==> src/rtl/fetch_unit_pkg.sv <==
// Shared constants for the microcpu instruction-fetch front end.
//   ADDR_W / DATA_W : default PC and instruction widths
//   PC_INCR         : byte stride between sequential instruction words
//   RESET_PC_DEF    : default PC loaded on reset
//   NOP             : word presented on inst_data while the queue is empty
package fetch_unit_pkg;
  localparam int ADDR_W  = 32;
  localparam int DATA_W  = 32;
  localparam int PC_INCR = 4;
  localparam logic [ADDR_W-1:0] RESET_PC_DEF = '0;
  localparam logic [DATA_W-1:0] NOP          = 32'h0000_0013;
endpackage

==> src/rtl/fetch_queue.sv <==
// Small synchronous FIFO used for the prefetch data queue and the in-flight PC tag queue.
//   clk, reset     : clock, synchronous active-high reset
//   push/push_data : write an entry at the tail
//   pop            : drop the head entry (caller never pops when empty)
//   flush          : empty the queue at this edge; overrides push and pop
//   head_data      : current head entry
//   count, empty   : occupancy
// A push and a pop in the same cycle both take effect, even when full: the
// write lands in the slot the pop is vacating.
import fetch_unit_pkg::*;

module fetch_queue #(
  parameter int WIDTH = 64,
  parameter int DEPTH = 4
) (
  input  logic                     clk,
  input  logic                     reset,
  input  logic                     push,
  input  logic [WIDTH-1:0]         push_data,
  input  logic                     pop,
  input  logic                     flush,
  output logic [WIDTH-1:0]         head_data,
  output logic [$clog2(DEPTH):0]   count,
  output logic                     empty
);
  localparam int PW = $clog2(DEPTH);
  localparam int CW = PW + 1;

  logic [DEPTH-1:0][WIDTH-1:0] mem_q, mem_d;
  logic [PW-1:0]               wr_q, wr_d, rd_q, rd_d;
  logic [CW-1:0]               cnt_q, cnt_d;

  always_comb begin
    mem_d = mem_q;
    wr_d  = wr_q;
    rd_d  = rd_q;
    cnt_d = cnt_q;
    if (flush) begin
      wr_d  = '0;
      rd_d  = '0;
      cnt_d = '0;
    end else begin
      if (push) begin
        mem_d[wr_q] = push_data;
        wr_d        = wr_q + 1'b1;
      end
      if (pop) rd_d = rd_q + 1'b1;
      cnt_d = cnt_q + CW'(push) - CW'(pop);
    end
  end

  always_ff @(posedge clk) begin
    if (reset) begin
      mem_q <= '0;
      wr_q  <= '0;
      rd_q  <= '0;
      cnt_q <= '0;
    end else begin
      mem_q <= mem_d;
      wr_q  <= wr_d;
      rd_q  <= rd_d;
      cnt_q <= cnt_d;
    end
  end

  assign head_data = mem_q[rd_q];
  assign count     = cnt_q;
  assign empty     = (cnt_q == '0);
endmodule

==> src/rtl/fetch_unit.sv <==
// Instruction-fetch front end: owns the PC, issues word reads over a
// req/gnt/rvalid handshake, buffers returned words and presents them to decode.
//   clk, reset                  : clock, synchronous active-high reset
//   enable                      : allow new fetches to issue
//   redirect_valid/redirect_pc  : one-cycle PC load + flush
//   imem_req/addr/gnt           : request channel to instruction memory
//   imem_rvalid/rdata           : in-order response channel
//   inst_valid/ready/data/pc    : head of the prefetch queue to decode
// Queue occupancy plus outstanding requests never exceeds DEPTH, so responses
// always have a slot. Responses for requests issued before a redirect are
// counted in stale_q and dropped as they return.
import fetch_unit_pkg::*;

module fetch_unit #(
  parameter int                    ADDR_WIDTH = ADDR_W,
  parameter int                    DATA_WIDTH = DATA_W,
  parameter int                    DEPTH      = 4,
  parameter logic [ADDR_WIDTH-1:0] RESET_PC   = ADDR_WIDTH'(RESET_PC_DEF)
) (
  input  logic                  clk,
  input  logic                  reset,
  input  logic                  enable,
  input  logic                  redirect_valid,
  input  logic [ADDR_WIDTH-1:0] redirect_pc,
  output logic                  imem_req,
  output logic [ADDR_WIDTH-1:0] imem_addr,
  input  logic                  imem_gnt,
  input  logic                  imem_rvalid,
  input  logic [DATA_WIDTH-1:0] imem_rdata,
  output logic                  inst_valid,
  input  logic                  inst_ready,
  output logic [DATA_WIDTH-1:0] inst_data,
  output logic [ADDR_WIDTH-1:0] inst_pc
);
  localparam int CW = $clog2(DEPTH) + 1;

  logic [ADDR_WIDTH-1:0] fetch_pc_q, fetch_pc_d;
  logic [CW-1:0]         inflight_q, inflight_d;
  logic [CW-1:0]         stale_q, stale_d;

  logic                  grant, use_rsp, pop, credit_ok;
  logic [CW-1:0]         dq_count;
  logic                  dq_empty;
  logic [DATA_WIDTH+ADDR_WIDTH-1:0] dq_head;
  logic [ADDR_WIDTH-1:0] tag_pc;
  logic [CW-1:0]         unused_tq_count;
  logic                  unused_tq_empty;
  logic                  unused_redirect_lsb;

  assign unused_redirect_lsb = ^redirect_pc[1:0];

  assign credit_ok = ({1'b0, dq_count} + {1'b0, inflight_q}) < (CW+1)'(DEPTH);
  assign imem_req  = ~reset & enable & ~redirect_valid & credit_ok;
  assign imem_addr = fetch_pc_q;
  assign grant     = imem_req & imem_gnt;
  // A response is kept only if it was issued after the last redirect and
  // does not coincide with a new redirect.
  assign use_rsp   = imem_rvalid & ~redirect_valid & (stale_q == '0);
  assign pop       = inst_valid & inst_ready;

  always_comb begin
    fetch_pc_d = fetch_pc_q;
    if (redirect_valid)  fetch_pc_d = {redirect_pc[ADDR_WIDTH-1:2], 2'b00};
    else if (grant)      fetch_pc_d = fetch_pc_q + ADDR_WIDTH'(PC_INCR);

    inflight_d = inflight_q + CW'(grant) - CW'(imem_rvalid);

    stale_d = stale_q;
    // Everything still outstanding after this cycle belongs to the old path,
    // including responses already marked stale by an earlier redirect.
    if (redirect_valid)                     stale_d = inflight_q - CW'(imem_rvalid);
    else if (imem_rvalid && stale_q != '0)  stale_d = stale_q - 1'b1;
  end

  always_ff @(posedge clk) begin
    if (reset) begin
      fetch_pc_q <= RESET_PC;
      inflight_q <= '0;
      stale_q    <= '0;
    end else begin
      fetch_pc_q <= fetch_pc_d;
      inflight_q <= inflight_d;
      stale_q    <= stale_d;
    end
  end

  // PC of each granted request, consumed in order by its response.
  fetch_queue #(.WIDTH(ADDR_WIDTH), .DEPTH(DEPTH)) u_tag_q (
    .clk       (clk),
    .reset     (reset),
    .push      (grant),
    .push_data (fetch_pc_q),
    .pop       (use_rsp),
    .flush     (redirect_valid),
    .head_data (tag_pc),
    .count     (unused_tq_count),
    .empty     (unused_tq_empty)
  );

  fetch_queue #(.WIDTH(DATA_WIDTH+ADDR_WIDTH), .DEPTH(DEPTH)) u_data_q (
    .clk       (clk),
    .reset     (reset),
    .push      (use_rsp),
    .push_data ({imem_rdata, tag_pc}),
    .pop       (pop),
    .flush     (redirect_valid),
    .head_data (dq_head),
    .count     (dq_count),
    .empty     (dq_empty)
  );

  assign inst_valid = ~reset & ~dq_empty;
  assign inst_data  = reset    ? '0 :
                      dq_empty ? DATA_WIDTH'(NOP) :
                                 dq_head[DATA_WIDTH+ADDR_WIDTH-1:ADDR_WIDTH];
  assign inst_pc    = reset ? '0 : dq_head[ADDR_WIDTH-1:0];
endmodule

==> config.mk <==
export PLATFORM = sky130hd
export DESIGN_NAME = fetch_unit
export DESIGN_NICKNAME = d
export VERILOG_FILES = /design/src/rtl/fetch_unit_pkg.sv /design/src/rtl/fetch_queue.sv /design/src/rtl/fetch_unit.sv
export SDC_FILE = /design/constraint.sdc
export NUM_CORES = 1
export LEC_CHECK = 0
export CORE_UTILIZATION = 40
export CTS_CLUSTER_DIAMETER = 40
export DETAILED_ROUTE_END_ITERATION = 10
export HOLD_SLACK_MARGIN = 0.12
export MAX_ROUTING_LAYER = met4
export PLACE_DENSITY = 0.64
export REMOVE_ABC_BUFFERS = 1
export SLEW_MARGIN = 20
export SYNTH_ARGS = -nofsm -noshare
export SYNTH_HDL_FRONTEND = slang
export SYNTH_SLANG_ARGS = --single-unit
==> constraint.sdc <==
create_clock -name clk -period 3.57 [get_ports clk]
set_input_delay 0.5355 -clock clk [delete_from_list [all_inputs] [get_ports clk]]
set_output_delay 0.5355 -clock clk [all_outputs]
set_load 0.02 [all_outputs]
==> flow_summary.toml, run 1 <==
[timing]
max_freq_mhz = 295.5
finalSetupViolCount = 0
final-max-slew-violation-count = 0
rsz0062_at_grt = "no"
final.min_clock_period_ns = 3.384
fin_crit_sh = 0.9479
worst_pin_slew_ns = 0.9281
skew_ns = 0.02380
hold_viol = 0
relSlewSlack = 0.3813

[clocking]
clock_latency_ns = 0.60
cts_tree = "done"
cts_buffers = 58
post_cts_buffers = 0
ctsHoldBuffers = 0
h-tree-depth = 2
root_buffer = "clkbuf_16"
cts.sinks = 415
clock_path_buffers = 3
ctsResizeCount = 0
cts.clk_slew.worst_paths_ns = 0.06

[cells_and_area]
diodes = 0
drive_gt1_frac = 0.1178
final_core_util = 0.4942
area_growth_pct = 22.21
nets = 2327
finalNonFillerCells = 2883

[die]
die_w_um = 216.0
fp.dieH_um = 216.0
dieArea_um2 = 46640
start_util = 0.4044
rows = 78
core_area_um2 = 45280
ioPinCount = 169

[critical_path]
required_ns = 3.03
worstPathArrival_ns = 2.85
cp_max_fo = 17
max_stage_delay_ns = 0.60
cp_num_buf_inv = 2
slowest_stage = "mux4_2"
cp-end-kind = "output port"
startpoint_type = "flip-flop"
critPathKind = "flip-flop to output port"
critical_path.top_delay_family = "buffers and inverters"
crit_chain = "buf_4, mux4_2, nor2b_1, clkdlybuf4s50_1"

[logic_synthesis]
syn-cell-area_um2 = 18310
ys_seq_area_frac = 0.4537
synth.distinct_cells = 59
syn_area_per_cell_um2 = 8.446
synth_most_common_cell = "nand2_1"
yosysWarnings = 0
synth.largest_area_cell = "dfxtp_1"
ys_top_cells_by_count = "nand2_1 (652), dfxtp_1 (415), a21oi_1 (398)"
synth_top_area_share = 0.4537
yosys-top-cells-area = "dfxtp_1 (45%), nand2_1 (13%), mux4_2 (11%), a21oi_1 (11%), nand3_1 (3.7%)"
synth-async-reset-ratio = 0
synthFlopType = "dfxtp_1"
synth_edf_count = 0
synthCells = 2168
ys_ff_latch = 415

[job]
maxCapViolations = 0

[outcome]
run_status = "completed"

[routing]
drc = 0
routed_wl_um = 51960
vias = 15700
routedWlPerCell_um = 18.02
vias_per_cell = 5.446
ant_nets = 0
dr.pass1.iters = 5
drt_iter0_markers = 1395

[global_routing]
grt_pass1_vias = 15210
grt_first_pass_wirelength_um = 82470
grtUsageTotal = 0.2269
use_met3 = 0.03693
use_met1 = 0.2927
antenna_found_initial = 0
met2_usage = 0.3652
busiest_layer = "met2"
grt_max_degree = 149
overflow = 0

[power]
clkPwrFrac = 0.523
p_sw_frac = 0.2350
seq_power_share = 0.416
powerDensity_nw_per_um2 = 515.7
p_int_uw = 8829
switchingPower_uw = 2712
leakagePower_uw = 0.007269
p_comb_frac = 0.061
ir_drop_v = 0.0003734
power_uw = 11540

[place]
io_buffer_count = 162
routabilityCongestion = 0.7764
place.detailed.hpwl_um = 31190
dp_cells = 2775

[worst_hold_path]
worstHoldPathType = "primary input to flip-flop"
## kinds of logic after synthesis
family	share of synthesized area
DFF	0.4537
and+or+nand+nor	0.2234
muxes	0.1177
xor gates and xnor gates	0.005740
AOI/OAI and AO/OA	0.1278
other	0.0002048
adders and majority gates	0.01517
buffers and inverters	0.05617
## path summary, 6_finish.rpt
check                                   start                                to  slack, ns  cells past startpoint
max             u_data_q.rd_q[0]$_SDFFE_PP0P_                       inst_pc[22]       0.19                      4
min                                     reset   u_data_q.mem_q[75]$_SDFFE_PP0P_       0.25                      2
min reg2reg  u_data_q.mem_q[194]$_SDFFE_PP0P_  u_data_q.mem_q[194]$_SDFFE_PP0P_       0.45                      2
max reg2reg          inflight_q[2]$_SDFF_PP0_         imem_addr[2]$_SDFFE_PP0P_       0.81                      7
## power groups by stage
stage          combinational (uW)  clock (uW)  sequential [uW]
6_report                      700        6040             4800
2_1_floorplan                 294           0             4900
5_1_grt                       762        6350             4810
3_3_place_gp                  690           0             4900
3_5_place_dp                  702           0             4900
4_1_cts                       706        6150             4800
## worst register-to-register path, delay by kind of cell, from the launching register on
family	cells	cell delay, ns
buffers and inverters	1	0.47
flip-flops	1	0.34
adder cells (fa/ha/maj)	1	0.31
AO/OA/AOI/OAI	1	0.31
AND/OR/NAND/NOR	4	1.17
## cell type report
cell class | count | area (um2)
Tap cell | 600 | 750.7
Fill cell | 4268 | 22900
Timing Repair Buffer | 208 | 2147
Inverter | 21 | 78.83
Multi-Input combinational cell | 1531 | 9009
Clock inverter | 32 | 392.9
Clock buffer | 76 | 1683
Sequential cell | 415 | 8318
## sequential cells by signal (all words and copies together) (netlist names)
register / cells
imem_addr: 30
inflight_q: 3
stale_q: 3
u_data_q.count: 3
u_data_q.mem_q: 248
u_data_q.rd_q: 2
u_data_q.wr_q: 2
u_tag_q.mem_q: 120
u_tag_q.rd_q: 2
u_tag_q.wr_q: 2
## per-layer routing
metal,up-vias,share of wire
li1,7509,-
met2,529,0.48
met5,-,0
met1,7582,0.43
met3,82,0.062
met4,0,0.021
## stage by stage
stage	TNS [ns]	instance area [um2]	hold WS [ns]	setup slack, ns
6_report	0	22380	0.2525	0.1859
5_1_grt	0	22380	0.2602	0.06588
4_1_cts	0	22380	0.2438	0.1036
3_5_place_dp	0	20300	0.4433	0.4491
3_3_place_gp	0	20300	0.4379	0.4192
2_1_floorplan	-281.85	17370	0.4271	-2.274
## layout by cell type, fill, tap and decap left out, types with 5 or more instances in the layout
cell type	count
a21oi_1	398
a31oi_1	9
and2_1	41
buf_12	14
buf_4	32
bufinv_16	7
clkbuf_1	5
clkbuf_16	61
clkbuf_8	10
clkdlybuf4s50_1	161
clkinv_2	10
clkinvlp_4	7
dfxtp_1	411
ha_1	19
inv_1	20
mux2i_1	5
mux4_2	92
nand2_1	648
nand3_1	134
nand4_1	10
nor2_1	34
nor2b_1	32
nor3_1	8
nor4_1	7
o21ai_0	11
xnor2_1	10
Power figures use the tool's default switching activity.
==> run 2: changes to the inputs <==
--- a/config.mk
+++ b/config.mk
@@ -5,13 +5,17 @@
 export SDC_FILE = /design/constraint.sdc
 export NUM_CORES = 1
 export LEC_CHECK = 0
+export CELL_PAD_IN_SITES_DETAIL_PLACEMENT = 0
+export CELL_PAD_IN_SITES_GLOBAL_PLACEMENT = 1
 export CORE_UTILIZATION = 40
 export CTS_CLUSTER_DIAMETER = 40
+export CTS_CLUSTER_SIZE = 28
 export DETAILED_ROUTE_END_ITERATION = 10
 export HOLD_SLACK_MARGIN = 0.12
 export MAX_ROUTING_LAYER = met4
-export PLACE_DENSITY = 0.64
+export PLACE_DENSITY = 0.79
 export REMOVE_ABC_BUFFERS = 1
+export SKIP_LAST_GASP = 1
 export SLEW_MARGIN = 20
 export SYNTH_ARGS = -nofsm -noshare
 export SYNTH_HDL_FRONTEND = slang
==> run 2 against run 1 <==
Power is 0.25% higher. Highest routed layer unchanged. Utilization is 0.080 points higher. Largest cell class unchanged. Clock-buffer cell count is 4 higher. Largest power group unchanged.
==> flow_summary.toml, run 2 (same netlist as run 1, synthesis figures left out) <==
[power]
p_sw_frac = 0.2432
leakagePower_uw = 0.007279
p_int_uw = 8757
powerDensity_nw_per_um2 = 516.2
p_comb_frac = 0.061
clkPwrFrac = 0.524
ir_drop_v = 0.0003760
seq_power_share = 0.415
power_uw = 11570
switchingPower_uw = 2814

[cells_and_area]
top_register = "u_data_q.mem_q"
final_common_cell = "nand2_1"
multi_input_area_um2 = 9009
nets = 2331
area_growth_pct = 22.41
layout_common_cells = "nand2_1 (648), dfxtp_1 (411), a21oi_1 (398)"
largest_reg_flops = 248
diodes = 0
seqCellArea_um2 = 8318
fillerInstances = 4322
drive_gt1_frac = 0.1180

[global_routing]
antenna_found_initial = 0
grt_max_degree = 149
grtUsageTotal = 0.2294
overflow = 0
grt_first_pass_wirelength_um = 83410
grt_pass1_vias = 15360

[clocking]
post_cts_buffers = 0
cts.sinks = 415
clock_path_buffers = 3
cts_tree = "done"
cts.clk_slew.worst_paths_ns = 0.06
ctsResizeCount = 0
ctsHoldBuffers = 0
clock_latency_ns = 0.61
h-tree-depth = 2
root_buffer = "clkbuf_16"
cts_buffers = 61

[routing]
ant_nets = 0
drt_iter0_markers = 1256
vias_per_cell = 5.411
routedWlPerCell_um = 18.12
vias = 15630
drc = 0
routed_wl_um = 52340
dr.pass1.iters = 5

[timing]
fin_crit_sh = 0.9392
rsz0062_at_grt = "no"
finalSetupViolCount = 0
worst_pin_slew_ns = 0.9413
max_freq_mhz = 298.2
timing.hold.ws_ns = 0.3108
relSlewSlack = 0.3725
tns_ns = 0
final.min_clock_period_ns = 3.353
setup_slack_ns = 0.2170
hold_viol = 0
final-max-slew-violation-count = 0
skew_ns = 0.02301

[critical_path]
required_ns = 3.03
cp-end-kind = "output port"
worstPathArrival_ns = 2.82
r2r-start = "inflight_q[2]$_SDFF_PP0_"
critPathKind = "flip-flop to output port"
worstReg2RegEnd = "imem_addr[2]$_SDFFE_PP0P_"
ff2ff_path_depth = 7
regToRegSetupSlack_ns = 0.78
cp_max_fo = 33
startpoint_type = "flip-flop"

[place]
io_buffer_count = 162
place_ws_ns = 0.4525
place.detailed.hpwl_um = 31330
routabilityCongestion = 0.7515

[worst_hold_path]
min_from = "reset"
worstHoldPathType = "primary input to flip-flop"
holdPathEnd = "u_tag_q.mem_q[66]$_SDFFE_PP0P_"
whs_path_depth = 2

[die]
start_util = 0.4044
core_area_um2 = 45280
fp.dieH_um = 216.0
die_w_um = 216.0
rows = 78
dieArea_um2 = 46640
ioPinCount = 169

[job]
maxCapViolations = 0

[outcome]
run_status = "completed"
-- run 2: final cells by class --
type	instances	share of cell area
timing repair buffer	209	0.09668
tap	600	0.03349
clock inverter	32	0.01708
inverter	21	0.003517
multi-input combinational	1531	0.4019
sequential	415	0.3711
clock buffer	80	0.07625
-- run 2: routing by layer --
layer | global-route usage | up-vias | wire, um
met5 | - | - | 0
met4 | 0.05728 | 0 | 992
met3 | 0.03693 | 71 | 2869
met1 | 0.2944 | 7571 | 23250
met2 | 0.3765 | 464 | 25230
li1 | - | 7520 | -
-- run 2: worst max-delay path by stage --
stage	from	endpoint	slack, ns	depth (start not counted)
2_1_floorplan	inflight_q[2]$_SDFF_PP0_	inflight_q[2]$_SDFF_PP0_	-2.27	11
3_3_place_gp	redirect_valid	inflight_q[2]$_SDFF_PP0_	0.45	11
3_5_place_dp	redirect_valid	imem_addr[2]$_SDFFE_PP0P_	0.45	7
4_1_cts	u_data_q.rd_q[1]$_SDFFE_PP0P_	inst_pc[4]	0.20	4
5_1_grt	u_data_q.rd_q[1]$_SDFFE_PP0P_	inst_pc[4]	0.15	4
6_report	u_data_q.rd_q[1]$_SDFFE_PP0P_	inst_pc[4]	0.22	4
-- run 2: power by group through the flow --
stage / Combinational (uW) / Clock, uW / Sequential [uW]
after detailed placement: 705 / 0 / 4900
after CTS: 710 / 6170 / 4800
after global placement: 697 / 0 / 4890
after floorplan: 294 / 0 / 4900
after global routing: 767 / 6370 / 4810
final: 704 / 6070 / 4800
-- run 2: worst max-delay path: stages (launching register included) --
cell and delay, ns:
dfxtp_4 0.75, buf_4 0.33, mux4_2 0.21, nor2b_1 0.25, clkdlybuf4s50_1 0.65
-- run 2: stage by stage --
stage               std cells  instance area, um2  utilization
finish                   2888               22420       0.4950
CTS                      2888               22420       0.4950
detailed placement       2776               20320       0.4488
global placement         2776               20320       0.4488
global route             2888               22420       0.4950
floorplan                1967               17370            -
==> run 3: changes to the inputs <==
--- a/config.mk
+++ b/config.mk
@@ -5,6 +5,7 @@
 export SDC_FILE = /design/constraint.sdc
 export NUM_CORES = 1
 export LEC_CHECK = 0
+export CAP_MARGIN = 5
 export CELL_PAD_IN_SITES_DETAIL_PLACEMENT = 0
 export CELL_PAD_IN_SITES_GLOBAL_PLACEMENT = 1
 export CORE_UTILIZATION = 40
@@ -20,3 +21,4 @@
 export SYNTH_ARGS = -nofsm -noshare
 export SYNTH_HDL_FRONTEND = slang
 export SYNTH_SLANG_ARGS = --single-unit
+export TNS_END_PERCENT = 50
==> results of run 3 <==
The final DEF is identical to that of run 2; final timing and power are the same.
